**src/rtl/vga_pkg.sv**
```systemverilog
// ============================================================================
// Module : vga_pkg
// Brief  : Shared 640x480@60 timing defaults, board grid size, arbiter states.
// Rev    : 1.0  initial release
// ============================================================================
`default_nettype none

package vga_pkg;

  localparam int DEF_H_DISP  = 640;
  localparam int DEF_H_FRONT = 16;
  localparam int DEF_H_SYNC  = 96;
  localparam int DEF_H_BACK  = 48;
  localparam int H_TOTAL     = DEF_H_DISP + DEF_H_FRONT + DEF_H_SYNC + DEF_H_BACK;

  localparam int DEF_V_DISP  = 480;
  localparam int DEF_V_FRONT = 10;
  localparam int DEF_V_SYNC  = 2;
  localparam int DEF_V_BACK  = 33;
  localparam int V_TOTAL     = DEF_V_DISP + DEF_V_FRONT + DEF_V_SYNC + DEF_V_BACK;

  localparam int DEF_CELL_SHIFT = 4;
  localparam int GRID_COLS      = 40;
  localparam int GRID_ROWS      = 30;

  typedef enum logic [1:0] {
    ARB_IDLE  = 2'd0,
    ARB_GRANT = 2'd1,
    ARB_SPENT = 2'd2
  } arb_state_t;

endpackage

`default_nettype wire

```
**src/rtl/vga_timing_gen.sv**
```systemverilog
// ============================================================================
// Module : vga_timing_gen
// Brief  : Raster counters, registered sync/video_on and frame markers.
// Rev    : 1.0  initial release
// ============================================================================
`default_nettype none

module vga_timing_gen
  import vga_pkg::*;
#(
  parameter int H_DISP  = DEF_H_DISP,
  parameter int H_FRONT = DEF_H_FRONT,
  parameter int H_SYNC  = DEF_H_SYNC,
  parameter int H_BACK  = DEF_H_BACK,
  parameter int V_DISP  = DEF_V_DISP,
  parameter int V_FRONT = DEF_V_FRONT,
  parameter int V_SYNC  = DEF_V_SYNC,
  parameter int V_BACK  = DEF_V_BACK
) (
  input  logic       clk_25,
  input  logic       rst,
  output logic [9:0] o_h_cnt,
  output logic [9:0] o_v_cnt,
  output logic       o_active,
  output logic       o_frame_last,
  output logic       o_hsync,
  output logic       o_vsync,
  output logic       o_video_on,
  output logic       o_frame_start
);

  localparam int         H_TOT  = H_DISP + H_FRONT + H_SYNC + H_BACK;
  localparam int         V_TOT  = V_DISP + V_FRONT + V_SYNC + V_BACK;
  localparam logic [9:0] H_LAST = 10'(H_TOT - 1);
  localparam logic [9:0] V_LAST = 10'(V_TOT - 1);
  localparam logic [9:0] H_VIS  = 10'(H_DISP);
  localparam logic [9:0] V_VIS  = 10'(V_DISP);
  localparam logic [9:0] HS_BEG = 10'(H_DISP + H_FRONT);
  localparam logic [9:0] HS_END = 10'(H_DISP + H_FRONT + H_SYNC - 1);
  localparam logic [9:0] VS_BEG = 10'(V_DISP + V_FRONT);
  localparam logic [9:0] VS_END = 10'(V_DISP + V_FRONT + V_SYNC - 1);

  logic [9:0] r_h_cnt;
  logic [9:0] r_v_cnt;
  logic       r_hsync;
  logic       r_vsync;
  logic       r_video_on;
  logic       r_frame_start;
  logic       w_h_wrap;
  logic       w_v_wrap;
  logic       w_active;

  assign w_h_wrap = (r_h_cnt == H_LAST);
  assign w_v_wrap = (r_v_cnt == V_LAST);
  assign w_active = (r_h_cnt < H_VIS) && (r_v_cnt < V_VIS);

  // Sync and video_on lag the counters by one cycle to line up with registered pixel data.
  always_ff @(posedge clk_25 or posedge rst) begin
    if (rst) begin
      r_h_cnt       <= '0;
      r_v_cnt       <= '0;
      r_hsync       <= 1'b1;
      r_vsync       <= 1'b1;
      r_video_on    <= 1'b0;
      r_frame_start <= 1'b0;
    end else begin
      r_h_cnt <= w_h_wrap ? '0 : r_h_cnt + 10'd1;
      if (w_h_wrap) begin
        r_v_cnt <= w_v_wrap ? '0 : r_v_cnt + 10'd1;
      end
      r_hsync       <= !((r_h_cnt >= HS_BEG) && (r_h_cnt <= HS_END));
      r_vsync       <= !((r_v_cnt >= VS_BEG) && (r_v_cnt <= VS_END));
      r_video_on    <= w_active;
      r_frame_start <= w_h_wrap && w_v_wrap;
    end
  end

  assign o_h_cnt       = r_h_cnt;
  assign o_v_cnt       = r_v_cnt;
  assign o_active      = w_active;
  assign o_frame_last  = w_h_wrap && w_v_wrap;
  assign o_hsync       = r_hsync;
  assign o_vsync       = r_vsync;
  assign o_video_on    = r_video_on;
  assign o_frame_start = r_frame_start;

endmodule

`default_nettype wire

```
**src/rtl/vga_scan_ctrl.sv**
```systemverilog
// ============================================================================
// Module : vga_scan_ctrl
// Brief  : VGA scan with board-RAM cell addressing and blanking-time arbiter.
// Rev    : 1.0  initial release
// ============================================================================
`default_nettype none

module vga_scan_ctrl
  import vga_pkg::*;
#(
  parameter int H_DISP     = DEF_H_DISP,
  parameter int H_FRONT    = DEF_H_FRONT,
  parameter int H_SYNC     = DEF_H_SYNC,
  parameter int H_BACK     = DEF_H_BACK,
  parameter int V_DISP     = DEF_V_DISP,
  parameter int V_FRONT    = DEF_V_FRONT,
  parameter int V_SYNC     = DEF_V_SYNC,
  parameter int V_BACK     = DEF_V_BACK,
  parameter int CELL_SHIFT = DEF_CELL_SHIFT
) (
  input  logic        clk_25,
  input  logic        rst,
  output logic [9:0]  pixel_xpos,
  output logic [9:0]  pixel_ypos,
  output logic [10:0] cell_addr,
  output logic        rd_en,
  output logic        hsync,
  output logic        vsync,
  output logic        video_on,
  output logic        frame_start,
  input  logic        wr_req,
  output logic        wr_gnt,
  input  logic        wr_done,
  output logic        wr_abort,
  output logic        ram_sel
);

  localparam int         V_TOT   = V_DISP + V_FRONT + V_SYNC + V_BACK;
  localparam logic [9:0] ELIG_LO = 10'(V_DISP);
  localparam logic [9:0] ELIG_HI = 10'(V_TOT - 2);

  logic [9:0]  w_h_cnt;
  logic [9:0]  w_v_cnt;
  logic        w_active;
  logic        w_frame_last;
  logic        w_eligible;
  logic [9:0]  w_col;
  logic [9:0]  w_row;
  logic [10:0] w_row_ext;
  logic [10:0] w_addr;
  arb_state_t  r_state;
  logic        r_gnt;
  logic        r_abort;

  vga_timing_gen #(
    .H_DISP (H_DISP),
    .H_FRONT(H_FRONT),
    .H_SYNC (H_SYNC),
    .H_BACK (H_BACK),
    .V_DISP (V_DISP),
    .V_FRONT(V_FRONT),
    .V_SYNC (V_SYNC),
    .V_BACK (V_BACK)
  ) u_timing (
    .clk_25       (clk_25),
    .rst          (rst),
    .o_h_cnt      (w_h_cnt),
    .o_v_cnt      (w_v_cnt),
    .o_active     (w_active),
    .o_frame_last (w_frame_last),
    .o_hsync      (hsync),
    .o_vsync      (vsync),
    .o_video_on   (video_on),
    .o_frame_start(frame_start)
  );

  assign pixel_xpos = w_active ? w_h_cnt : '0;
  assign pixel_ypos = w_active ? w_v_cnt : '0;

  // row*40 built as row*32 + row*8 to keep the address path adder-only.
  assign w_col     = pixel_xpos >> CELL_SHIFT;
  assign w_row     = pixel_ypos >> CELL_SHIFT;
  assign w_row_ext = {1'b0, w_row};
  assign w_addr    = (w_row_ext << 5) + (w_row_ext << 3) + {1'b0, w_col};
  assign cell_addr = w_active ? w_addr : '0;

  // The final blank line is excluded so a fresh grant always has room before the forced revoke.
  assign w_eligible = (w_v_cnt >= ELIG_LO) && (w_v_cnt <= ELIG_HI);

  always_ff @(posedge clk_25 or posedge rst) begin
    if (rst) begin
      r_state <= ARB_IDLE;
      r_gnt   <= 1'b0;
      r_abort <= 1'b0;
    end else begin
      r_abort <= 1'b0;
      case (r_state)
        ARB_IDLE: begin
          if (wr_req && w_eligible) begin
            r_state <= ARB_GRANT;
            r_gnt   <= 1'b1;
          end
        end
        ARB_GRANT: begin
          if (wr_done) begin
            r_state <= ARB_SPENT;
            r_gnt   <= 1'b0;
          end else if (w_frame_last) begin
            r_state <= ARB_IDLE;
            r_gnt   <= 1'b0;
            r_abort <= 1'b1;
          end
        end
        ARB_SPENT: begin
          if (frame_start) begin
            r_state <= ARB_IDLE;
          end
        end
        default: begin
          r_state <= ARB_IDLE;
          r_gnt   <= 1'b0;
        end
      endcase
    end
  end

  assign wr_gnt   = r_gnt;
  assign ram_sel  = r_gnt;
  assign wr_abort = r_abort;
  assign rd_en    = w_active && !r_gnt;

endmodule

`default_nettype wire

```
**config.mk**
```make
export PLATFORM = sky130hd
export DESIGN_NAME = vga_scan_ctrl
export DESIGN_NICKNAME = d
export VERILOG_FILES = /design/src/rtl/vga_pkg.sv /design/src/rtl/vga_timing_gen.sv /design/src/rtl/vga_scan_ctrl.sv
export SDC_FILE = /design/constraint.sdc
export NUM_CORES = 1
export LEC_CHECK = 0
export BUFFER_PORTS_ARGS = -buffer_cell sky130_fd_sc_hd__buf_2
export CAP_MARGIN = 5
export CELL_PAD_IN_SITES_DETAIL_PLACEMENT = 1
export CELL_PAD_IN_SITES_GLOBAL_PLACEMENT = 1
export CORE_MARGIN = 2
export CORE_UTILIZATION = 35
export CTS_BUF_LIST = sky130_fd_sc_hd__clkbuf_16
export CTS_CLUSTER_DIAMETER = 60
export CTS_CLUSTER_SIZE = 14
export DETAILED_ROUTE_END_ITERATION = 8
export PLACE_DENSITY_LB_ADDON = 0.1
export SLEW_MARGIN = 20
export SYNTH_ARGS = -nofsm -noshare
export SYNTH_HDL_FRONTEND = slang
export SYNTH_HIERARCHICAL = 1
export SYNTH_SLANG_ARGS = --single-unit
```
**constraint.sdc**
```tcl
create_clock -name clk_25 -period 4.5 [get_ports clk_25]
set_input_delay 0.9 -clock clk_25 [delete_from_list [all_inputs] [get_ports clk_25]]
set_output_delay 0.9 -clock clk_25 [all_outputs]
set_load 0.02 [all_outputs]
```
== Word-level counts from Yosys, hierarchy flattened ==
Index checks and enable logic that the tools add are counted.

* Multipliers: 0
* Bitwise operators: 1
* Divide/modulo/power cells: 0
* Reductions and logical operators: 13
* $add $sub $neg: 4
* Mux-type cells: 17
* Equality and inequality tests: 7
* Shift operators: 0
* Order comparisons: 8

{| class="wikitable"
|+ Operators by type and width
! kind !! count
|-
| 2-to-1 mux 10 bit || 4
|-
| adder 10 x 1 -> 10 bit (second input constant) || 2
|-
| equality test 10 bit (second input constant) || 2
|-
| >= comparator 10 x 9 -> 1 bit (second input constant) || 2
|-
| <= comparator 10 bit (second input constant) || 2
|-
| adder 11 x 6 -> 11 bit || 1
|-
| adder 11 x 9 -> 11 bit || 1
|-
| 2-to-1 mux 11 bit || 1
|-
| >= comparator 10 bit (second input constant) || 1
|-
| <= comparator 10 x 9 -> 1 bit (second input constant) || 1
|-
| less-than comparator 10 bit (second input constant) || 1
|-
| less-than comparator 10 x 9 -> 1 bit (second input constant) || 1
|-
| 2-to-1 mux 2 bit || 4
|-
| logical AND 1 bit || 7
|-
| 2-to-1 mux 1 bit || 6
|-
| one-hot mux 2 bit (3 select lines) || 1
|-
| AND reduction 3 bit || 2
|-
| logical NOT 1 bit || 3
|-
| inequality test 3 x 2 -> 1 bit (second input constant) || 1
|-
| one-hot mux 1 bit (3 select lines) || 1
|-
| equality test 2 x 1 -> 1 bit (second input constant) || 1
|-
| equality test 2 bit (second input constant) || 1
|-
| logical NOT 2 bit || 1
|-
| inequality test 2 x 1 -> 1 bit (second input constant) || 1
|-
| other kinds (2) || 2
|}

* Bits in latches: 0
* Memory bits (writable): 0
* Memories kept: 0
* Flip-flop bits (word level): 28
* Logic and storage cells: 59
* ROM bits: 0
* Bits of input ports: 4

== Logic depth before layout (Yosys ltp) ==
* Word-level depth: 6
* Depth in mapped cells: 14

== Cells and area by module ==
The synthesis kept the hierarchy.

{| class="wikitable"
|+ By module, submodules not included
! module !! sequential area each (um2) !! area an instance (um2) !! cells an instance !! times used
|-
| vga_timing_gen || 603.1 || 1143.6 || 112 || 1
|-
| vga_scan_ctrl || 100.1 || 824.5 || 104 || 1
|}

== Worst setup path before layout ==
No wires, ideal clock.

* Kind: register to output
* From: reg u_timing.r_v_cnt[6], in the netlist u_timing/o_v_cnt[6]
* To: out cell_addr[8]
* Path buffers: 2
* Cell stages (with the launch flop): 14
* Arrival: 3567 ps
* Path slack: 33 ps
* Path through: dfrtp_1 -> and3_1 -> and2_1 -> nor3_1 -> clkbuf_1 -> clkbuf_1 -> and2_1 -> ha_1 -> ha_1 -> inv_1 -> fa_1 -> nor2b_1 -> o31a_1 -> a211oi_1

* Longest elaborated chain between the ends: 6
* Elaborated cells on any way between the ends: 7

{| class="wikitable"
|+ Ends and longest elaborated chain
! item !! RTL line !! RTL
|-
| from (decl) || vga_timing_gen.sv:44 || <nowiki>logic [9:0] r_v_cnt;</nowiki>
|-
| from (signal assigned) || vga_timing_gen.sv:69 || <nowiki>r_v_cnt <= w_v_wrap ? '0 : r_v_cnt + 10'd1;</nowiki>
|-
| less-than comparator 10 x 9 -> 1 bit || vga_timing_gen.sv:55 || <nowiki>assign w_active = (r_h_cnt < H_VIS) && (r_v_cnt < V_VIS);</nowiki>
|-
| logical AND 1 bit || vga_timing_gen.sv:55 ||
|-
| net w_active || vga_scan_ctrl.sv:44 || <nowiki>logic w_active;</nowiki>
|-
| 2-to-1 mux 10 bit || vga_scan_ctrl.sv:78 || <nowiki>assign pixel_ypos = w_active ? w_v_cnt : '0;</nowiki>
|-
| net pixel_ypos[5] || vga_scan_ctrl.sv:24 || <nowiki>output logic [9:0] pixel_ypos,</nowiki>
|-
| adder 11 x 9 -> 11 bit || vga_scan_ctrl.sv:84 || <nowiki>assign w_addr = (w_row_ext << 5) + (w_row_ext << 3) + {1'b0, w_col};</nowiki>
|-
| adder 11 x 6 -> 11 bit || vga_scan_ctrl.sv:84 ||
|-
| 2-to-1 mux 11 bit || vga_scan_ctrl.sv:85 || <nowiki>assign cell_addr = w_active ? w_addr : '0;</nowiki>
|-
| to (decl) || vga_scan_ctrl.sv:25 || <nowiki>output logic [10:0] cell_addr,</nowiki>
|}

The timed path passes the listed nets, and every way through them passes these cells.

== Final worst setup path ==
* From: reg u_timing.r_v_cnt[5], in the netlist u_timing/o_v_cnt[5]
* To: out cell_addr[10]

* Longest elaborated chain between the ends: 6
* Elaborated cells on any way between the ends: 7

{| class="wikitable"
|+ Ends and longest elaborated chain
! item !! RTL line
|-
| less-than comparator 10 x 9 -> 1 bit * || vga_timing_gen.sv:55
|-
| logical AND 1 bit * || vga_timing_gen.sv:55
|-
| net w_active || vga_scan_ctrl.sv:44
|-
| 2-to-1 mux 10 bit || vga_scan_ctrl.sv:78
|-
| adder 11 x 9 -> 11 bit || vga_scan_ctrl.sv:84
|-
| adder 11 x 6 -> 11 bit || vga_scan_ctrl.sv:84
|-
| 2-to-1 mux 11 bit * || vga_scan_ctrl.sv:85
|}

The timed path passes the listed nets; every way through them passes the cells marked *.

==> summary.txt <==
Power
  – Sequential Power Share: 48.3%
  – Logic pwr share: 1.2%
  – Clk network pwr share: 50.4%
  – Switching Share: 17.4%
  – Power Density: 221 mW/mm²
  – P_leak: 1.14 nW
  – Switching power of the nets: 0.0000907 W
  – Peak supply drop: 205 µV
  – Internal power: 0.000430 W
  – Tot Pwr: 0.000520 W

Worst setup path
  – Crit path max-delay cell type: dfrtp_2
  – Cell breakdown of the critical path: and3_1, and2_1, nor3_2, buf_6, and2_1, ha_1, ha_1, inv_1, fa_1, nor2b_2, o31a_1, mux2i_1, nand4_1, buf_2
  – Setup CP Type: reg2out
  – CP endpoint kind: output port
  – Critical Path Max Stage Delay: 0.47 ns
  – R2r endpoint: ram_sel
  – Critical Path Fanout Max: 24
  – Crit. Startpoint: u_timing/o_v_cnt[5]
  – Required @ worst endpoint: 3.60 ns
  – R2r setup slk: 2.11 ns
  – Critical Path Start Type: flop
  – Reg2reg start: u_timing/o_h_cnt[0]
  – Reg2Reg Depth: 7
  – CP endpoint: cell_addr[10]
  – CP arrival: 3.34 ns

STA
  – RSZ-0062 raised after global routing: true
  – Clock Skews: 0.00791 ns
  – Fin. Hold Viols: 0
  – Fin crit share: 94.2%
  – # setup viols final: 0
  – Worst Max-Slew Pin Slew: 0.914 ns
  – Max-slew violation count: 0
  – Relative slew slack: 39.0%
  – Fmax: 0.236 GHz
  – Final worst path period need: 4.24 ns

Final layout
  – Post-Route Utilization: 43.0%
  – Diode count: 0
  – Number of fill cells: 677
  – Layout net count: 276
  – Layout cells sized above 1: 24.7%
  – Final std cells w/o fill: 327
  – Layout area overhead: 19.5%
  – Multi-input gate area: 0.00118 mm²
  – FF+latch area: 706 µm²
  – Fin area: 0.00235 mm²

Logic synthesis
  – Synth Flop Type: dfrtp_1
  – Async S/R FF share, synth: 100%
  – Register area share after synthesis: 35.7%
  – Yosys cell types: 48
  – Avg Cell Area, Syn: 9.11 µm²
  – Net Count, Synth: 236
  – #FFs+latches synth: 28
  – Number of synthesized flops with an enable pin: 0
  – Gate Count Post-Synth: 216
  – Mapped Area: 0.00197 mm²
  – Yosys warnings: 6

Clocking
  – Clock-pin slew on the worst setup and hold paths: 0.07 ns
  – # hold bufs at CTS: 0
  – CTS Buf Count: 3
  – Clock root cell: clkbuf_16
  – # clock sinks: 28
  – CTS Buffer Depth: 2
  – Clock latency on the worst-skew pair: 0.26 ns
  – CTS tree: yes
  – H-tree depth: 1

Floorplanning
  – IO Pins: 43
  – CORE AREA: 0.00547 mm²
  – Die ar.: 0.00624 mm²
  – Row count: 27
  – Width of the die: 79.0 µm
  – Initial Util: 36.0%
  – DIE HEIGHT: 79.0 µm

Place
  – # placed instances: 323
  – Port bufs: 42
  – Placed Area: 0.00224 mm²
  – Dpl hpwl: 3690 µm
  – Gpl congestion: 0.762

Worst hold path
  – Type of the most critical hold path: in2async

GRT
  – Total gr overflow: 0
  – Largest net degree at the start of global routing: 25
  – Initial antenna violation count: 0
  – Vias in the first global route: 1,690
  – First-pass GRT wire length: 8120 µm
  – Gr usage total: 16.3%

Drt
  – Residual DRC: 0
  – Via count: 1,717
  – Routed vias/inst: 5.25
  – Wire per inst: 14.8 µm
  – 1st-iter DRT viols: 23
  – Detailed Routing Iterations Pass 1: 4
  – Antenna-violating nets left: 0
  – Final wirelength: 4830 µm

Flow run
  – # Max-Cap Violations: 0

Outcome
  – Status: complete, no violations
## metal layers
metal / GRT usage [%] / routed length [µm]
met1: 21.2 / 2190
met4: 3.62 / 40
met3: 2.95 / 240
met5: 0 / 0
met2: 28.2 / 2360
## flip-flops by register name, indices dropped and copies added, names as in the netlist
name	count
u_timing/o_frame_start	1
ram_sel	1
u_timing/o_vsync	1
u_timing/o_video_on	1
u_timing/o_h_cnt	10
u_timing/o_v_cnt	10
wr_abort	1
u_timing/o_hsync	1
r_state	2
## synth_stat cells, types with 2 or more instances
master | instances | area share (%)
nand4b_1 | 2 | 0.89
nor2b_1 | 3 | 0.95
nor2_1 | 19 | 3.6
xnor2_1 | 8 | 3.6
or3_1 | 2 | 0.64
o21ai_0 | 9 | 2.3
a211oi_1 | 3 | 1.1
xor2_1 | 7 | 3.1
dfstp_2 | 2 | 2.7
nor4b_1 | 3 | 1.3
and3_2 | 2 | 0.76
nand2_1 | 14 | 2.7
dfrtp_1 | 26 | 33
inv_1 | 10 | 1.9
nor4_1 | 4 | 1.3
and3_1 | 4 | 1.3
o31ai_1 | 3 | 1.1
ha_1 | 15 | 9.5
o21a_1 | 3 | 1.1
a21o_1 | 2 | 0.76
and2_1 | 21 | 6.7
nand3_1 | 14 | 3.6
nand4_1 | 3 | 0.95
clkbuf_1 | 3 | 0.57
buf_4 | 4 | 1.5
buf_2 | 2 | 0.51
nor3_1 | 6 | 1.5
and2_2 | 2 | 0.76
## per-stage QoR
| step | setup TNS (ns) | worst slack [ns] | hold slack (ns) |
|---|---|---|---|
| finish | 0 | 0.262 | 0.520 |
| floorplan | 0 | 0.0327 | 0.470 |
| detailed placement | 0 | 0.430 | 0.526 |
| global placement | 0 | 0.521 | 0.526 |
| global route | -0.0790 | -0.0477 | 0.525 |
| CTS | 0 | 0.115 | 0.526 |
## worst min-delay path by stage
stage / slack, ns / startpoint / cells past startpoint / to
global placement: 0.53 / ram_sel / 2 / ram_sel
CTS: 0.53 / rst / 2 / r_state[0]
finish: 0.52 / rst / 2 / r_state[0]
floorplan: 0.47 / u_timing/o_v_cnt[1] / 1 / u_timing/o_vsync
detailed placement: 0.53 / ram_sel / 2 / ram_sel
global route: 0.52 / rst / 2 / r_state[1]
## cells by family (layout without fill, tap and decap cells)
logic type / after synthesis / after routing / share of synthesized area [%]
AO/OA/AOI/OAI: 29 / 29 / 11.1
XOR/XNOR: 15 / 15 / 6.68
adder cells (fa/ha/maj): 16 / 16 / 10.6
buffers and inverters: 20 / 59 / 4.70
flip-flops: 28 / 28 / 35.7
multiplexers: 1 / 1 / 0.509
AND/OR/NAND/NOR: 107 / 107 / 30.8
## critical path, delay by kind of cell (launching register included)
family                   cells  cell delay, ns
multiplexers                 1            0.19
buffers and inverters        3            0.45
flip-flops                   1            0.47
AO/OA/AOI/OAI                1            0.19
AND/OR/NAND/NOR              6            1.07
adder cells (fa/ha/maj)      3            0.71
## power by group through the flow
| stage | combinational (W) | clock (W) | sequential [W] |
|---|---|---|---|
| after floorplan | 0.00000381 | 0 | 0.000256 |
| after global placement | 0.00000701 | 0 | 0.000256 |
| after detailed placement | 0.00000710 | 0 | 0.000256 |
| after CTS | 0.00000711 | 0.000271 | 0.000252 |
| after global routing | 0.00000786 | 0.000284 | 0.000251 |
| final | 0.00000641 | 0.000262 | 0.000252 |
## layout make-up
| type | count | share of cell area (%) |
|---|---|---|
| clock buffers | 3 | 3.19 |
| clock inverters | 1 | 1.28 |
| inverters | 11 | 1.76 |
| multi-input cells | 168 | 50.2 |
| flip-flops and latches | 28 | 30.0 |
| well taps | 72 | 3.83 |
| repair buffers | 44 | 9.74 |
## placed cells by master (no fill, tap or decap), drive strengths merged, types with 2 or more instances in the layout
cell	Yosys	layout
inv	11	11
nand4b	2	2
o31ai	3	3
nor2b	3	3
nor4b	3	3
nand4	3	3
dfrtp	26	26
a21oi	2	2
nand3	14	14
o21a	3	3
ha	15	15
o21ai	10	10
a21o	2	2
nor4	4	4
nor2	19	19
xor2	7	7
or3	2	2
and2	23	23
clkbuf	3	3
nand2	14	14
buf	6	44
dfstp	2	2
nor3	6	6
a211oi	3	3
xnor2	8	8
or4b	3	3
and3	6	6
## timing repair
action,in CTS,in global routing
resized for setup,0,4
setup endpoints to repair,0,2
buffers inserted,0,0
(Power assumes the default switching activity.)
